<file path="src/rtl/mac_seq_pkg.sv">
`default_nettype none
// ============================================================================
// Module      : mac_seq_pkg
// Description : Shared definitions for the MAC sequencer and the post-MAC
//               bias/ReLU/shift stage: layer encodings, FSM state encoding
//               and default layer dimensions.
// Revision    : 1.0 - initial release
// ============================================================================
package mac_seq_pkg;

    // Layer select shared with the post-MAC stage; 2'b11 is never driven
    localparam logic [1:0] LAYER_CONV1 = 2'b00;
    localparam logic [1:0] LAYER_CONV2 = 2'b01;
    localparam logic [1:0] LAYER_FC    = 2'b10;

    // Sequencer states
    typedef enum logic [2:0] {
        IDLE  = 3'd0,
        CLEAR = 3'd1,
        ACCUM = 3'd2,
        DRAIN = 3'd3,
        WRITE = 3'd4,
        DONE  = 3'd5
    } state_t;

    // Default network dimensions
    localparam int c_L0_OUTS = 576;  // 24x24 conv1 positions, 6 channels per position
    localparam int c_L0_TAPS = 25;   // 5x5 kernel
    localparam int c_L1_OUTS = 64;   // conv2 positions
    localparam int c_L1_TAPS = 25;   // taps per lane, lanes summed downstream
    localparam int c_L2_OUTS = 2;    // FC groups of 6 lanes (10 logits)
    localparam int c_L2_TAPS = 192;  // FC inputs per output
    localparam int c_MAC_LAT = 2;    // last mac_en to valid MAC outputs
    localparam int c_TAP_W   = 8;
    localparam int c_OUT_W   = 10;

endpackage
`default_nettype wire

</file>
<file path="src/rtl/mac_sequencer.sv">
`default_nettype none
// ============================================================================
// Module      : mac_sequencer
// Description : Control FSM stepping the shared 6-lane MAC array through
//               conv1, conv2 and FC. Per output: clear accumulators, stream
//               taps while operands are valid, wait out the MAC latency,
//               then issue one result write.
// Revision    : 1.0 - initial release
// ============================================================================
module mac_sequencer
    import mac_seq_pkg::*;
#(
    parameter int L0_OUTS = c_L0_OUTS,
    parameter int L0_TAPS = c_L0_TAPS,
    parameter int L1_OUTS = c_L1_OUTS,
    parameter int L1_TAPS = c_L1_TAPS,
    parameter int L2_OUTS = c_L2_OUTS,
    parameter int L2_TAPS = c_L2_TAPS,
    parameter int MAC_LAT = c_MAC_LAT,
    parameter int TAP_W   = c_TAP_W,
    parameter int OUT_W   = c_OUT_W
) (
    input  logic             clk,
    input  logic             reset_n,
    input  logic             start,
    input  logic             abort,
    output logic             busy,
    output logic             done,
    output logic [1:0]       mac_layer,
    output logic             mac_clr,
    output logic             mac_en,
    output logic [TAP_W-1:0] tap_idx,
    output logic [OUT_W-1:0] out_idx,
    input  logic             op_valid,
    output logic             res_we,
    input  logic             res_rdy,
    output logic [OUT_W-1:0] res_addr
);

    // Drain counter only needs to reach MAC_LAT-1; keep at least one bit so
    // the MAC_LAT=0 build still elaborates (DRAIN is then unreachable).
    localparam int c_DRAIN_W = (MAC_LAT > 1) ? $clog2(MAC_LAT) : 1;
    localparam logic [c_DRAIN_W-1:0] c_DRAIN_LAST =
        c_DRAIN_W'((MAC_LAT > 0) ? MAC_LAT - 1 : 0);
    localparam state_t c_AFTER_ACCUM = (MAC_LAT == 0) ? WRITE : DRAIN;

    localparam logic [TAP_W-1:0] c_L0_TAP_LAST = TAP_W'(L0_TAPS - 1);
    localparam logic [TAP_W-1:0] c_L1_TAP_LAST = TAP_W'(L1_TAPS - 1);
    localparam logic [TAP_W-1:0] c_L2_TAP_LAST = TAP_W'(L2_TAPS - 1);
    localparam logic [OUT_W-1:0] c_L0_OUT_LAST = OUT_W'(L0_OUTS - 1);
    localparam logic [OUT_W-1:0] c_L1_OUT_LAST = OUT_W'(L1_OUTS - 1);
    localparam logic [OUT_W-1:0] c_L2_OUT_LAST = OUT_W'(L2_OUTS - 1);

    state_t               r_state;
    logic [1:0]           r_layer;
    logic [TAP_W-1:0]     r_tap;
    logic [OUT_W-1:0]     r_out;
    logic [c_DRAIN_W-1:0] r_drain;

    state_t               w_state_nxt;
    logic [1:0]           w_layer_nxt;
    logic [TAP_W-1:0]     w_tap_nxt;
    logic [OUT_W-1:0]     w_out_nxt;
    logic [c_DRAIN_W-1:0] w_drain_nxt;
    logic [TAP_W-1:0]     w_tap_last;
    logic [OUT_W-1:0]     w_out_last;

    // Terminal tap/output index for the layer currently being processed
    always_comb begin
        w_tap_last = c_L2_TAP_LAST;
        w_out_last = c_L2_OUT_LAST;
        case (r_layer)
            LAYER_CONV1: begin
                w_tap_last = c_L0_TAP_LAST;
                w_out_last = c_L0_OUT_LAST;
            end
            LAYER_CONV2: begin
                w_tap_last = c_L1_TAP_LAST;
                w_out_last = c_L1_OUT_LAST;
            end
            default: begin
                w_tap_last = c_L2_TAP_LAST;
                w_out_last = c_L2_OUT_LAST;
            end
        endcase
    end

    // State, layer and counter registers
    always_ff @(posedge clk or negedge reset_n) begin
        if (!reset_n) begin
            r_state <= IDLE;
            r_layer <= LAYER_CONV1;
            r_tap   <= '0;
            r_out   <= '0;
            r_drain <= '0;
        end else begin
            r_state <= w_state_nxt;
            r_layer <= w_layer_nxt;
            r_tap   <= w_tap_nxt;
            r_out   <= w_out_nxt;
            r_drain <= w_drain_nxt;
        end
    end

    // Next-state/counter logic and state-decoded outputs; abort overrides all
    always_comb begin
        w_state_nxt = r_state;
        w_layer_nxt = r_layer;
        w_tap_nxt   = r_tap;
        w_out_nxt   = r_out;
        w_drain_nxt = r_drain;

        busy      = (r_state != IDLE);
        done      = (r_state == DONE);
        mac_clr   = (r_state == CLEAR);
        mac_en    = (r_state == ACCUM) && op_valid;
        res_we    = (r_state == WRITE);
        mac_layer = r_layer;
        tap_idx   = r_tap;
        out_idx   = r_out;
        res_addr  = r_out;

        case (r_state)
            IDLE: begin
                if (start) begin
                    w_state_nxt = CLEAR;
                    w_layer_nxt = LAYER_CONV1;
                    w_out_nxt   = '0;
                    w_tap_nxt   = '0;
                end
            end
            CLEAR: begin
                w_tap_nxt   = '0;
                w_drain_nxt = '0;
                w_state_nxt = ACCUM;
            end
            ACCUM: begin
                // Tap index parks on the last tap rather than wrapping
                if (op_valid) begin
                    if (r_tap == w_tap_last) begin
                        w_state_nxt = c_AFTER_ACCUM;
                    end else begin
                        w_tap_nxt = r_tap + TAP_W'(1);
                    end
                end
            end
            DRAIN: begin
                if (r_drain == c_DRAIN_LAST) begin
                    w_state_nxt = WRITE;
                end else begin
                    w_drain_nxt = r_drain + c_DRAIN_W'(1);
                end
            end
            WRITE: begin
                // Layer only advances here so post-MAC data under res_we
                // always belongs to the layer shown on mac_layer
                if (res_rdy) begin
                    w_tap_nxt = '0;
                    if (r_out != w_out_last) begin
                        w_out_nxt   = r_out + OUT_W'(1);
                        w_state_nxt = CLEAR;
                    end else if (r_layer != LAYER_FC) begin
                        w_layer_nxt = r_layer + 2'd1;
                        w_out_nxt   = '0;
                        w_state_nxt = CLEAR;
                    end else begin
                        w_state_nxt = DONE;
                    end
                end
            end
            DONE: begin
                w_state_nxt = IDLE;
                w_layer_nxt = LAYER_CONV1;
                w_out_nxt   = '0;
                w_tap_nxt   = '0;
            end
            default: begin
                w_state_nxt = IDLE;
            end
        endcase

        if (abort) begin
            w_state_nxt = IDLE;
            w_layer_nxt = LAYER_CONV1;
            w_tap_nxt   = '0;
            w_out_nxt   = '0;
            w_drain_nxt = '0;
        end
    end

endmodule
`default_nettype wire

</file>
<file path="config.mk">
export PLATFORM = sky130hd
export DESIGN_NAME = mac_sequencer
export DESIGN_NICKNAME = d
export VERILOG_FILES = /design/src/rtl/mac_seq_pkg.sv /design/src/rtl/mac_sequencer.sv
export SDC_FILE = /design/constraint.sdc
export NUM_CORES = 1
export LEC_CHECK = 0
export CAP_MARGIN = 40
export CORE_ASPECT_RATIO = 1.75
export CORE_MARGIN = 4
export CORE_UTILIZATION = 44
export DETAILED_ROUTE_END_ITERATION = 8
export GPL_ROUTABILITY_DRIVEN = 1
export PLACE_DENSITY = 0.82
export SETUP_SLACK_MARGIN = 0.02
export SKIP_CTS_REPAIR_TIMING = 1
export SLEW_MARGIN = 10
export SYNTH_ARGS = -nofsm -noshare
export SYNTH_HDL_FRONTEND = slang
export SYNTH_SLANG_ARGS = --single-unit
</file>
<file path="constraint.sdc">
create_clock -name clk -period 1.9 [get_ports clk]
set_input_delay 0.285 -clock clk [delete_from_list [all_inputs] [get_ports clk]]
set_output_delay 0.285 -clock clk [all_outputs]
set_load 0.1 [all_outputs]
</file>
# After elaboration in Yosys (flattened, before gate mapping)
# Cells that the tools add are included.
# totals
ff_bits	24
input_bits	6
word_cells	72
output_inout_bits	35
# op_classes
eq_ne	18
n_addsub	4
n_mux	32
reduce_logical	13
# ops
op	count
$mux W10	5
$mux W8	6
$pmux W8 S4	1
$pmux W10 S3	1
$mux W3	8
$pmux W10 S2	1
$ne A3 B3 Y1 const B	5
$pmux W3 S5	1
$reduce_and A5 Y1	3
$add A10 B1 Y10 const B	1
$mux W2	5
$ne A10 B10 Y1	1
$ne A3 B2 Y1 const B	3
$add A8 B1 Y8 const B	1
$eq A8 B8 Y1	1
$eq A3 B2 Y1 const B	2
$eq A3 B3 Y1 const B	2
$pmux W2 S3	1
$reduce_bool A3 Y1	2
$reduce_bool A5 Y1	1
$ne A4 B2 Y1 const B	1
$reduce_and A4 Y1	1
$reduce_bool A4 Y1	1
$reduce_or A2 Y1	2
other kinds (10)	11

# Depth between registers and ports, before layout
# Gate-level depths: netlist (run 1).
# depth
word_depth	8
ltp_mapped	7
mapped_depth_nobuf	7

# Least setup slack after synthesis (run 1)
# Ideal clock, no wire load.
# synth_path
path_type	flip-flop to flip-flop
startpoint	reg r_state[2]
endpoint	reg r_state[2]
path_buffers	1
t_required_ns	1.799
stages_incl_launch_ff	6
setup_slack_ns	-0.779
t_arrival_ns	2.577
setup_time_ns	0.101
period_less_slack_ns	2.679
path_cell_list	dfrtp_1 buf_2 nor2b_1 nor2b_1 a32oi_1 o32ai_1
# synth_via
elab_chain_len	3
elab_cells_between_ends	13
classes_between	eq/ne (9); mux (2); reduce/logical (2)
# synth_lines
item	line	rtl
start: declaration	mac_sequencer.sv:54	state_t r_state;
start signal: assignment	mac_sequencer.sv:97	r_state <= w_state_nxt;
$eq A3 B3 Y1 *	-	
named net res_we	mac_sequencer.sv:35	output logic res_we,
$ne A3 B2 Y1 (no source line) / $pmux W3 S5 (equally long branches)	-	
$reduce_and A5 Y1 (no source line) / $mux W3 (equally long branches)	-	
# Mark *: on every way through the listed nets, which the timed path passes. The rest lies on a longest branch.
# A chain may end at the register's enable or synchronous reset.

# Worst setup path in the final report (run 1)
# layout_path
startpoint	in abort
endpoint	reg r_tap[4] (netlist: tap_idx[4])
# layout_via
elab_chain_len	2
elab_cells_between_ends	7
classes_between	eq/ne (4); mux (1); reduce/logical (2)
# layout_lines
item	line	rtl
start: declaration	mac_sequencer.sv:26	input logic abort,
$ne A3 B3 Y1 (no source line) (tied with other cells)	-	
$reduce_and A5 Y1 (no source line)	-	
end signal: assignment	mac_sequencer.sv:99	r_tap <= w_tap_nxt;
end: declaration	mac_sequencer.sv:56	logic [TAP_W-1:0] r_tap;
# Parallel ways exist; a longest one is shown, timed or not.

==> results of run 1 <==
## registers in the layout, summed over array words and instances (netlist names)
signal and count:
out_idx 10, tap_idx 8, r_drain 1, r_state 3
mac_layer 2
## Yosys cell counts, types with 6 or more instances
cell type / instances / area share
nor2_1: 9 / 0.021
dfrtp_1: 24 / 0.37
buf_4: 10 / 0.046
or3_1: 7 / 0.027
o21ai_0: 6 / 0.019
a21oi_1: 6 / 0.019
nand2_1: 13 / 0.030
nand3_1: 10 / 0.031
nor2b_1: 7 / 0.027
## worst max path at each step
stage | cells past startpoint | startpoint | slack, ns | to
after floorplan | 5 | r_state[2] | -0.19 | r_state[2]
after global placement | 6 | abort | -0.26 | out_idx[4]
after detailed placement | 6 | abort | -0.33 | out_idx[3]
after CTS | 6 | abort | -0.03 | out_idx[3]
after global routing | 7 | abort | -0.01 | tap_idx[4]
final | 7 | abort | 0.05 | tap_idx[4]
## metal layers
layer	share of wire	vias to the layer above	wire length [um]	global-route usage
met5	0	-	0	0
li1	-	767	-	-
met1	0.35	782	1590	0.196
met2	0.57	64	2600	0.386
met4	0.034	0	157	0.0907
met3	0.046	17	208	0.0219
## cells in the final DEF (no fill, tap or decap), types with 4 or more instances in the layout
master | netlist | final
a21oi_1 | 6 | 5
o21ai_1 | 4 | 4
nand2_1 | 13 | 13
nor2_1 | 9 | 8
o21ai_0 | 6 | 5
xor2_1 | 4 | 4
or3_1 | 7 | 5
dfrtp_4 | 0 | 8
nand3_1 | 10 | 10
clkbuf_8 | 0 | 4
buf_12 | 0 | 14
buf_4 | 10 | 49
and3_1 | 4 | 4
dfrtp_2 | 0 | 13
nor2b_1 | 7 | 5
o211ai_1 | 4 | 4
clkdlybuf4s50_1 | 0 | 5
## layout make-up
class / instances / area [um2]
fillers: 261 / 1120
multi-input cells: 132 / 1000
repair buffers: 68 / 698
flip-flops and latches: 24 / 647
well taps: 46 / 57.6
clock buffers: 4 / 55.1
inverters: 3 / 11.3
## report_power, final
part	internal [mW]	switching, mW	leakage (nW)	total [mW]
clock	0.185	0.169	0.0288	0.354
combinational	0.265	0.442	0.724	0.707
sequential	0.540	0.0395	0.295	0.580
## cell families (layout without fill, tap and decap cells)
family	after synthesis	in the layout
simple gates	72	72
xor+xnor	5	5
compound gates	48	49
flops	24	24
mux	2	2
fa+ha+maj	4	4
buf+inv	19	75
## through the flow
step            util  hold WS [ns]  cells  total power, mW  instance area [um2]
2_1_floorplan      -       -0.0106    174            0.988                 1690
3_3_place_gp   0.641         0.487    268             1.25                 2300
3_5_place_dp   0.641         0.500    268             1.26                 2300
4_1_cts        0.656         0.387    272             1.61                 2360
5_1_grt        0.689         0.393    277             1.71                 2470
6_report       0.689         0.366    277             1.64                 2470
==> report_table.html, run 1 <==
<table>
<tr><th>Metric</th><th>Value</th></tr>
<tr><th colspan="2">Run status</th></tr>
<tr><td>Status</td><td>finished clean</td></tr>
<tr><th colspan="2">STA</th></tr>
<tr><td>Final-report setup violation count</td><td>0</td></tr>
<tr><td>Final count of pins violating max slew</td><td>0</td></tr>
<tr><td>Unrepaired setup endpoints after global routing</td><td>true</td></tr>
<tr><td>Tcrit/Tclk final</td><td>0.972</td></tr>
<tr><td>Worst-case clock skew</td><td>~0.0022 ns</td></tr>
<tr><td>Max_slew headroom</td><td>0.715</td></tr>
<tr><td>Highest achievable clock rate</td><td>between 500 and 600 MHz</td></tr>
<tr><td>Final Critical Period</td><td>~1.8 ns</td></tr>
<tr><td>Slew at the pin closest to its max-slew limit</td><td>between 0.4 and 0.5 ns</td></tr>
<tr><td>Setup slack after layout</td><td>0.0523 ns</td></tr>
<tr><td>Count of final hold-check violations</td><td>0</td></tr>
<tr><td>Total Neg Setup Slack</td><td>0 ns</td></tr>
<tr><th colspan="2">Yosys</th></tr>
<tr><td>Area share of xor/xnor cells in the synthesized design</td><td>0.0270</td></tr>
<tr><td>Post-synth net total</td><td>roughly 180</td></tr>
<tr><td>Share of the synthesized area in compound gates (AO/OA/AOI/OAI)</td><td>0.227</td></tr>
<tr><td>Area of the mapped netlist</td><td>1620 um2</td></tr>
<tr><td>Register area share after synthesis</td><td>0.370</td></tr>
<tr><td>Yosys cell types</td><td>between 50 and 60</td></tr>
<tr><td>Multiplexer share of the synthesized area</td><td>0.0139</td></tr>
<tr><td>Yosys warns</td><td>0</td></tr>
<tr><td>Most frequently used flop master after synthesis</td><td>dfrtp_1</td></tr>
<tr><td>Dominant combinational cell family by area after synthesis</td><td>simple AND/OR/NAND/NOR gates</td></tr>
<tr><td>Register bit total from synthesis</td><td>24</td></tr>
<tr><td>Synth Area in Adders</td><td>0.0308</td></tr>
<tr><td>Instance count of the mapped netlist</td><td>approximately 170</td></tr>
<tr><td>Share of synthesized flip-flops with an asynchronous set or reset</td><td>1.00</td></tr>
<tr><td>Simple-gate share of the synthesized area</td><td>0.254</td></tr>
<tr><td>EDFF count, synth</td><td>0</td></tr>
<tr><td>Average instance area after synthesis</td><td>approximately 9.3 um2</td></tr>
<tr><th colspan="2">Setup path</th></tr>
<tr><td>RR Endpoint</td><td>mac_layer[0]</td></tr>
<tr><td>WP data arrival</td><td>about 2.0 ns</td></tr>
<tr><td>Crit end category</td><td>register</td></tr>
<tr><td>Biggest fanout along the worst timing path</td><td>4</td></tr>
<tr><td>Launch instance of the worst register-to-register path</td><td>r_state[0]</td></tr>
<tr><td>Type of origin of the critical path</td><td>input port</td></tr>
<tr><td>Critical path buffers and inverters</td><td>2</td></tr>
<tr><td>Worst r2r path cells</td><td>5</td></tr>
<tr><td>Required @ worst endpoint</td><td>roughly 2.1 ns</td></tr>
<tr><td>CP delay by family, top</td><td>compound AO/OA/AOI/OAI gates</td></tr>
<tr><td>R2R setup slack</td><td>0.08 ns</td></tr>
<tr><td>Category of the critical setup timing path</td><td>in -&gt; reg</td></tr>
<tr><td>Slowest stage cell, crit path</td><td>clkdlybuf4s50_1</td></tr>
<tr><td>CP peak stage delay</td><td>roughly 0.42 ns</td></tr>
<tr><td>Cell-by-cell trace of the critical path</td><td>clkdlybuf4s50_1, buf_4, or3_4, o32a_1, nand2_1, o311ai_0, o31ai_1</td></tr>
<tr><th colspan="2">Finish</th></tr>
<tr><td>NumNets Final</td><td>roughly 240</td></tr>
<tr><td>Ratio of cells with drive above 1 in the final layout</td><td>0.515</td></tr>
<tr><td>Synth-to-Final Area Change</td><td>52.4%</td></tr>
<tr><td>Antenna fix cells</td><td>0</td></tr>
<tr><th colspan="2">CTS</th></tr>
<tr><td>Max clock buf depth</td><td>2</td></tr>
<tr><td>Number of clock buffers inserted by TritonCTS</td><td>3</td></tr>
<tr><td>CTS tree</td><td>done</td></tr>
<tr><td>Root Buffer Master</td><td>clkbuf_8</td></tr>
<tr><td>CTS sink count</td><td>24</td></tr>
<tr><td>Insertion delay of the later-clocked pin in the worst-skew pair</td><td>approximately 0.27 ns</td></tr>
<tr><td>Register clock-pin slew on the reported worst setup and hold paths</td><td>approximately 0.090 ns</td></tr>
<tr><td>Htree depth</td><td>1</td></tr>
<tr><th colspan="2">GRT</th></tr>
<tr><td>Via count of the first global-routing pass</td><td>1654</td></tr>
<tr><td>Maximum number of pins on one net before global-route repair</td><td>25</td></tr>
<tr><td>Total routing resource utilization after global routing</td><td>0.198</td></tr>
<tr><td>Number of antenna violations at the first check in global routing</td><td>0</td></tr>
<tr><td>Wire length of the first global-routing pass</td><td>~7.2 mm</td></tr>
<tr><td>Total congestion overflow</td><td>0</td></tr>
<tr><th colspan="2">Floorplanning</th></tr>
<tr><td>Area enclosed by the die boundary</td><td>4760 um2</td></tr>
<tr><td>Core region area</td><td>about 3600 um2</td></tr>
<tr><td>Height of the die</td><td>approximately 88 um</td></tr>
<tr><td>Floorplan row count</td><td>29</td></tr>
<tr><td>Ports placed on the boundary</td><td>41</td></tr>
<tr><td>Effective utilization at floorplan</td><td>0.452</td></tr>
<tr><td>Die outline width</td><td>~54 um</td></tr>
<tr><th colspan="2">Placement</th></tr>
<tr><td>Number of port buffers</td><td>40</td></tr>
<tr><td>Routability Congestion</td><td>~0.9</td></tr>
<tr><td>Setup slack at placement</td><td>-0.329 ns</td></tr>
<tr><td>Post-detail-place hpwl</td><td>3.44 mm</td></tr>
<tr><th colspan="2">Routing</th></tr>
<tr><td>DRC violations left</td><td>0</td></tr>
<tr><td>Initial DRC count</td><td>44</td></tr>
<tr><td>Router iterations before antenna repair</td><td>4</td></tr>
<tr><td>Routed WL per cell</td><td>about 16 um</td></tr>
<tr><td>Detail Route Antenna Nets</td><td>0</td></tr>
<tr><td>Post-Route WL</td><td>about 4.6 mm</td></tr>
<tr><td>Detailed-route via count</td><td>approximately 1600</td></tr>
<tr><td>Average vias per placed instance</td><td>5.88</td></tr>
<tr><th colspan="2">Hold path</th></tr>
<tr><td>Class of the most critical hold timing path</td><td>in -&gt; async</td></tr>
<tr><th colspan="2">Run</th></tr>
<tr><td>Number of maximum-capacitance constraint violations</td><td>0</td></tr>
<tr><th colspan="2">Power and ir drop</th></tr>
<tr><td>Worst supply voltage drop on vdd</td><td>between 0.6 and 0.7 mV</td></tr>
<tr><td>Static Leakage</td><td>about 1.0 nW</td></tr>
<tr><td>Total power per unit cell area</td><td>approximately 660 nW/um2</td></tr>
</table>
(Power assumes the default switching activity.)
==> inputs of run 2 (changes only) <==
--- a/config.mk
+++ b/config.mk
@@ -5,10 +5,11 @@
 export SDC_FILE = /design/constraint.sdc
 export NUM_CORES = 1
 export LEC_CHECK = 0
-export CAP_MARGIN = 40
+export CELL_PAD_IN_SITES_DETAIL_PLACEMENT = 0
+export CELL_PAD_IN_SITES_GLOBAL_PLACEMENT = 1
 export CORE_ASPECT_RATIO = 1.75
 export CORE_MARGIN = 4
-export CORE_UTILIZATION = 44
+export CORE_UTILIZATION = 33
 export DETAILED_ROUTE_END_ITERATION = 8
 export GPL_ROUTABILITY_DRIVEN = 1
 export PLACE_DENSITY = 0.82
==> report_table.html, run 2 (synthesis results as in run 1) <==
<table>
<tr><th>Metric</th><th>Value</th></tr>
<tr><th colspan="2">Routing</th></tr>
<tr><td>Router iterations before antenna repair</td><td>4 (unchanged)</td></tr>
<tr><td>Detail Route Antenna Nets</td><td>0 (unchanged)</td></tr>
<tr><td>Initial DRC count</td><td>24 (-45%)</td></tr>
<tr><td>Detailed-route via count</td><td>1628 (-0.12%)</td></tr>
<tr><td>Average vias per placed instance</td><td>5.63 (-4.3%)</td></tr>
<tr><td>Post-Route WL</td><td>4.65 mm (+2.0%)</td></tr>
<tr><td>DRC violations left</td><td>0 (unchanged)</td></tr>
<tr><td>Routed WL per cell</td><td>16.1 um (-2.2%)</td></tr>
<tr><th colspan="2">STA</th></tr>
<tr><td>Setup slack after layout</td><td>0.0616 ns (+0.00926 ns)</td></tr>
<tr><td>Worst-case clock skew</td><td>0.000767 ns (-0.00147 ns)</td></tr>
<tr><td>Final Critical Period</td><td>1.84 ns (-0.00926 ns)</td></tr>
<tr><td>Final count of pins violating max slew</td><td>0 (unchanged)</td></tr>
<tr><td>Unrepaired setup endpoints after global routing</td><td>true</td></tr>
<tr><td>Highest achievable clock rate</td><td>544 MHz (+0.50%)</td></tr>
<tr><td>Slew at the pin closest to its max-slew limit</td><td>0.412 ns (-0.0161 ns)</td></tr>
<tr><td>Max_slew headroom</td><td>0.726 (+0.0107)</td></tr>
<tr><td>Tcrit/Tclk final</td><td>0.968 (-0.00487)</td></tr>
<tr><td>Final-report setup violation count</td><td>0 (unchanged)</td></tr>
<tr><td>Count of final hold-check violations</td><td>0 (unchanged)</td></tr>
<tr><th colspan="2">Run</th></tr>
<tr><td>Number of maximum-capacitance constraint violations</td><td>0 (unchanged)</td></tr>
<tr><th colspan="2">Finish</th></tr>
<tr><td>NumNets Final</td><td>248 (+2.5%)</td></tr>
<tr><td>Antenna fix cells</td><td>0 (unchanged)</td></tr>
<tr><td>Largest register FFs</td><td>10 (unchanged)</td></tr>
<tr><td>Most common cell after layout, fill and taps aside</td><td>buf_4</td></tr>
<tr><td>Synth-to-Final Area Change</td><td>58.1%</td></tr>
<tr><td>End-of-flow core utilization</td><td>0.545 (-0.144)</td></tr>
<tr><td>Final standard cell count with taps included and fillers excluded</td><td>289 (+4.3%)</td></tr>
<tr><td>Leading cell types in the layout, fill and taps excluded</td><td>55 x buf_4, 15 x buf_12, 13 x dfrtp_2</td></tr>
<tr><td>Ratio of cells with drive above 1 in the final layout</td><td>0.536 (+0.0207)</td></tr>
<tr><th colspan="2">Placement</th></tr>
<tr><td>Post-detail-place hpwl</td><td>3.56 mm (+3.4%)</td></tr>
<tr><td>Placed cells</td><td>282 (+5.2%)</td></tr>
<tr><td>Routability Congestion</td><td>0.885 (+1.2%)</td></tr>
<tr><td>Number of port buffers</td><td>40 (unchanged)</td></tr>
<tr><td>Setup slack at placement</td><td>-0.337 ns (-0.00812 ns)</td></tr>
<tr><th colspan="2">Setup path</th></tr>
<tr><td>Biggest fanout along the worst timing path</td><td>10 (+6)</td></tr>
<tr><td>Type of origin of the critical path</td><td>register</td></tr>
<tr><td>Cell-by-cell trace of the critical path</td><td>buf_4, nor2b_1, a22oi_2, o21ai_4, or3_1, a21oi_2</td></tr>
<tr><td>Category of the critical setup timing path</td><td>reg -&gt; reg</td></tr>
<tr><td>CP peak stage delay</td><td>0.51 ns (+0.09 ns)</td></tr>
<tr><td>Slowest stage cell, crit path</td><td>dfrtp_4</td></tr>
<tr><td>WP data arrival</td><td>2.04 ns (+0.02 ns)</td></tr>
<tr><td>CP delay by family, top</td><td>compound AO/OA/AOI/OAI gates</td></tr>
<tr><td>Required @ worst endpoint</td><td>2.10 ns (+0.03 ns)</td></tr>
<tr><td>Critical path buffers and inverters</td><td>1 (-1)</td></tr>
<tr><td>Crit end category</td><td>register</td></tr>
<tr><th colspan="2">Hold path</th></tr>
<tr><td>Class of the most critical hold timing path</td><td>in -&gt; async</td></tr>
<tr><th colspan="2">Floorplanning</th></tr>
<tr><td>Floorplan row count</td><td>33 (+14%)</td></tr>
<tr><td>Area enclosed by the die boundary</td><td>6150 um2 (+29%)</td></tr>
<tr><td>Core region area</td><td>4710 um2 (+31%)</td></tr>
<tr><td>Ports placed on the boundary</td><td>41 (unchanged)</td></tr>
<tr><td>Die outline width</td><td>61.0 um (+13%)</td></tr>
<tr><td>Effective utilization at floorplan</td><td>0.345 (-0.107)</td></tr>
<tr><td>Height of the die</td><td>101 um (+14%)</td></tr>
<tr><th colspan="2">CTS</th></tr>
<tr><td>Register clock-pin slew on the reported worst setup and hold paths</td><td>0.09 ns (about the same)</td></tr>
<tr><td>Htree depth</td><td>1 (unchanged)</td></tr>
<tr><td>Root Buffer Master</td><td>clkbuf_8</td></tr>
<tr><td>CTS tree</td><td>done</td></tr>
<tr><td>Max clock buf depth</td><td>2 (unchanged)</td></tr>
<tr><td>CTS sink count</td><td>24 (unchanged)</td></tr>
<tr><td>Insertion delay of the later-clocked pin in the worst-skew pair</td><td>0.27 ns (about the same)</td></tr>
<tr><td>Number of clock buffers inserted by TritonCTS</td><td>3 (unchanged)</td></tr>
<tr><th colspan="2">Run status</th></tr>
<tr><td>Status</td><td>finished clean</td></tr>
<tr><th colspan="2">GRT</th></tr>
<tr><td>Wire length of the first global-routing pass</td><td>7.56 mm (+5.3%)</td></tr>
<tr><td>Via count of the first global-routing pass</td><td>1610 (-2.7%)</td></tr>
<tr><td>Total routing resource utilization after global routing</td><td>0.161 (-0.0374)</td></tr>
<tr><td>Total congestion overflow</td><td>0 (unchanged)</td></tr>
<tr><td>Number of antenna violations at the first check in global routing</td><td>0 (unchanged)</td></tr>
<tr><td>Maximum number of pins on one net before global-route repair</td><td>25 (unchanged)</td></tr>
<tr><th colspan="2">Power and ir drop</th></tr>
<tr><td>Static Leakage</td><td>1.11 nW (+6.0%)</td></tr>
<tr><td>Worst supply voltage drop on vdd</td><td>0.436 mV (-30%)</td></tr>
<tr><td>Total power per unit cell area</td><td>646 nW/um2 (-2.6%)</td></tr>
</table>
[run 2: cell count changes in the layout (fill, tap and decap cells not counted), sizes merged]
cell	change
o21ai	-1
buf	+7
dlymetal6s2s	+1
clkdlybuf4s50	-1
[run 2: worst register-to-register path: stages, from the launching register on]
cell	delay (ns)
dfrtp_4	0.51
buf_4	0.16
nor2b_1	0.13
a22oi_2	0.33
o21ai_4	0.14
or3_1	0.38
a21oi_2	0.13
[run 2: layout make-up]
| class | instances | area, um2 |
|---|---|---|
| multi-input cells | 131 | 1020 |
| inverters | 3 | 11.3 |
| well taps | 52 | 65.1 |
| repair buffers | 75 | 766 |
| fillers | 448 | 2140 |
| flip-flops and latches | 24 | 647 |
| clock buffers | 4 | 55.1 |
[run 2: worst paths after layout]
kind,from,end,slack [ns],cells past startpoint
worst max-delay path,mac_layer[1],out_idx[5],0.06,6
min in group clk,abort,r_state[2],0.44,3
worst min register to register,tap_idx[4],tap_idx[4],0.51,1
worst max register to register,mac_layer[1],out_idx[5],0.06,6
max in group asynchronous,reset_n,out_idx[2],1.23,2
worst min-delay path,reset_n,tap_idx[7],0.38,2
[run 2: stage by stage]
stage | total power [mW] | TNS (ns) | cell area [um2] | hold slack [ns]
after floorplan | 0.988 | -0.191 | 1690 | -0.0106
after global placement | 1.26 | -4.76 | 2380 | 0.492
after detailed placement | 1.27 | -5.57 | 2380 | 0.496
after CTS | 1.62 | -0.149 | 2440 | 0.382
after global routing | 1.74 | -0.00422 | 2560 | 0.405
final | 1.66 | 0 | 2560 | 0.383
[run 2: metal layers]
| layer | vias to the layer above | part of all wire | GRT usage |
|---|---|---|---|
| met4 | 0 | 0.026 | 0.0618 |
| met2 | 51 | 0.58 | 0.293 |
| li1 | 774 | - | - |
| met3 | 13 | 0.034 | 0.0192 |
| met5 | - | 0 | 0 |
| met1 | 790 | 0.36 | 0.182 |
[run 2: power breakdown]
| group | leakage [nW] | internal, mW | total, mW | switching (mW) |
|---|---|---|---|---|
| registers | 0.295 | 0.540 | 0.575 | 0.0345 |
| clock network | 0.0288 | 0.185 | 0.353 | 0.168 |
| logic | 0.788 | 0.284 | 0.730 | 0.447 |
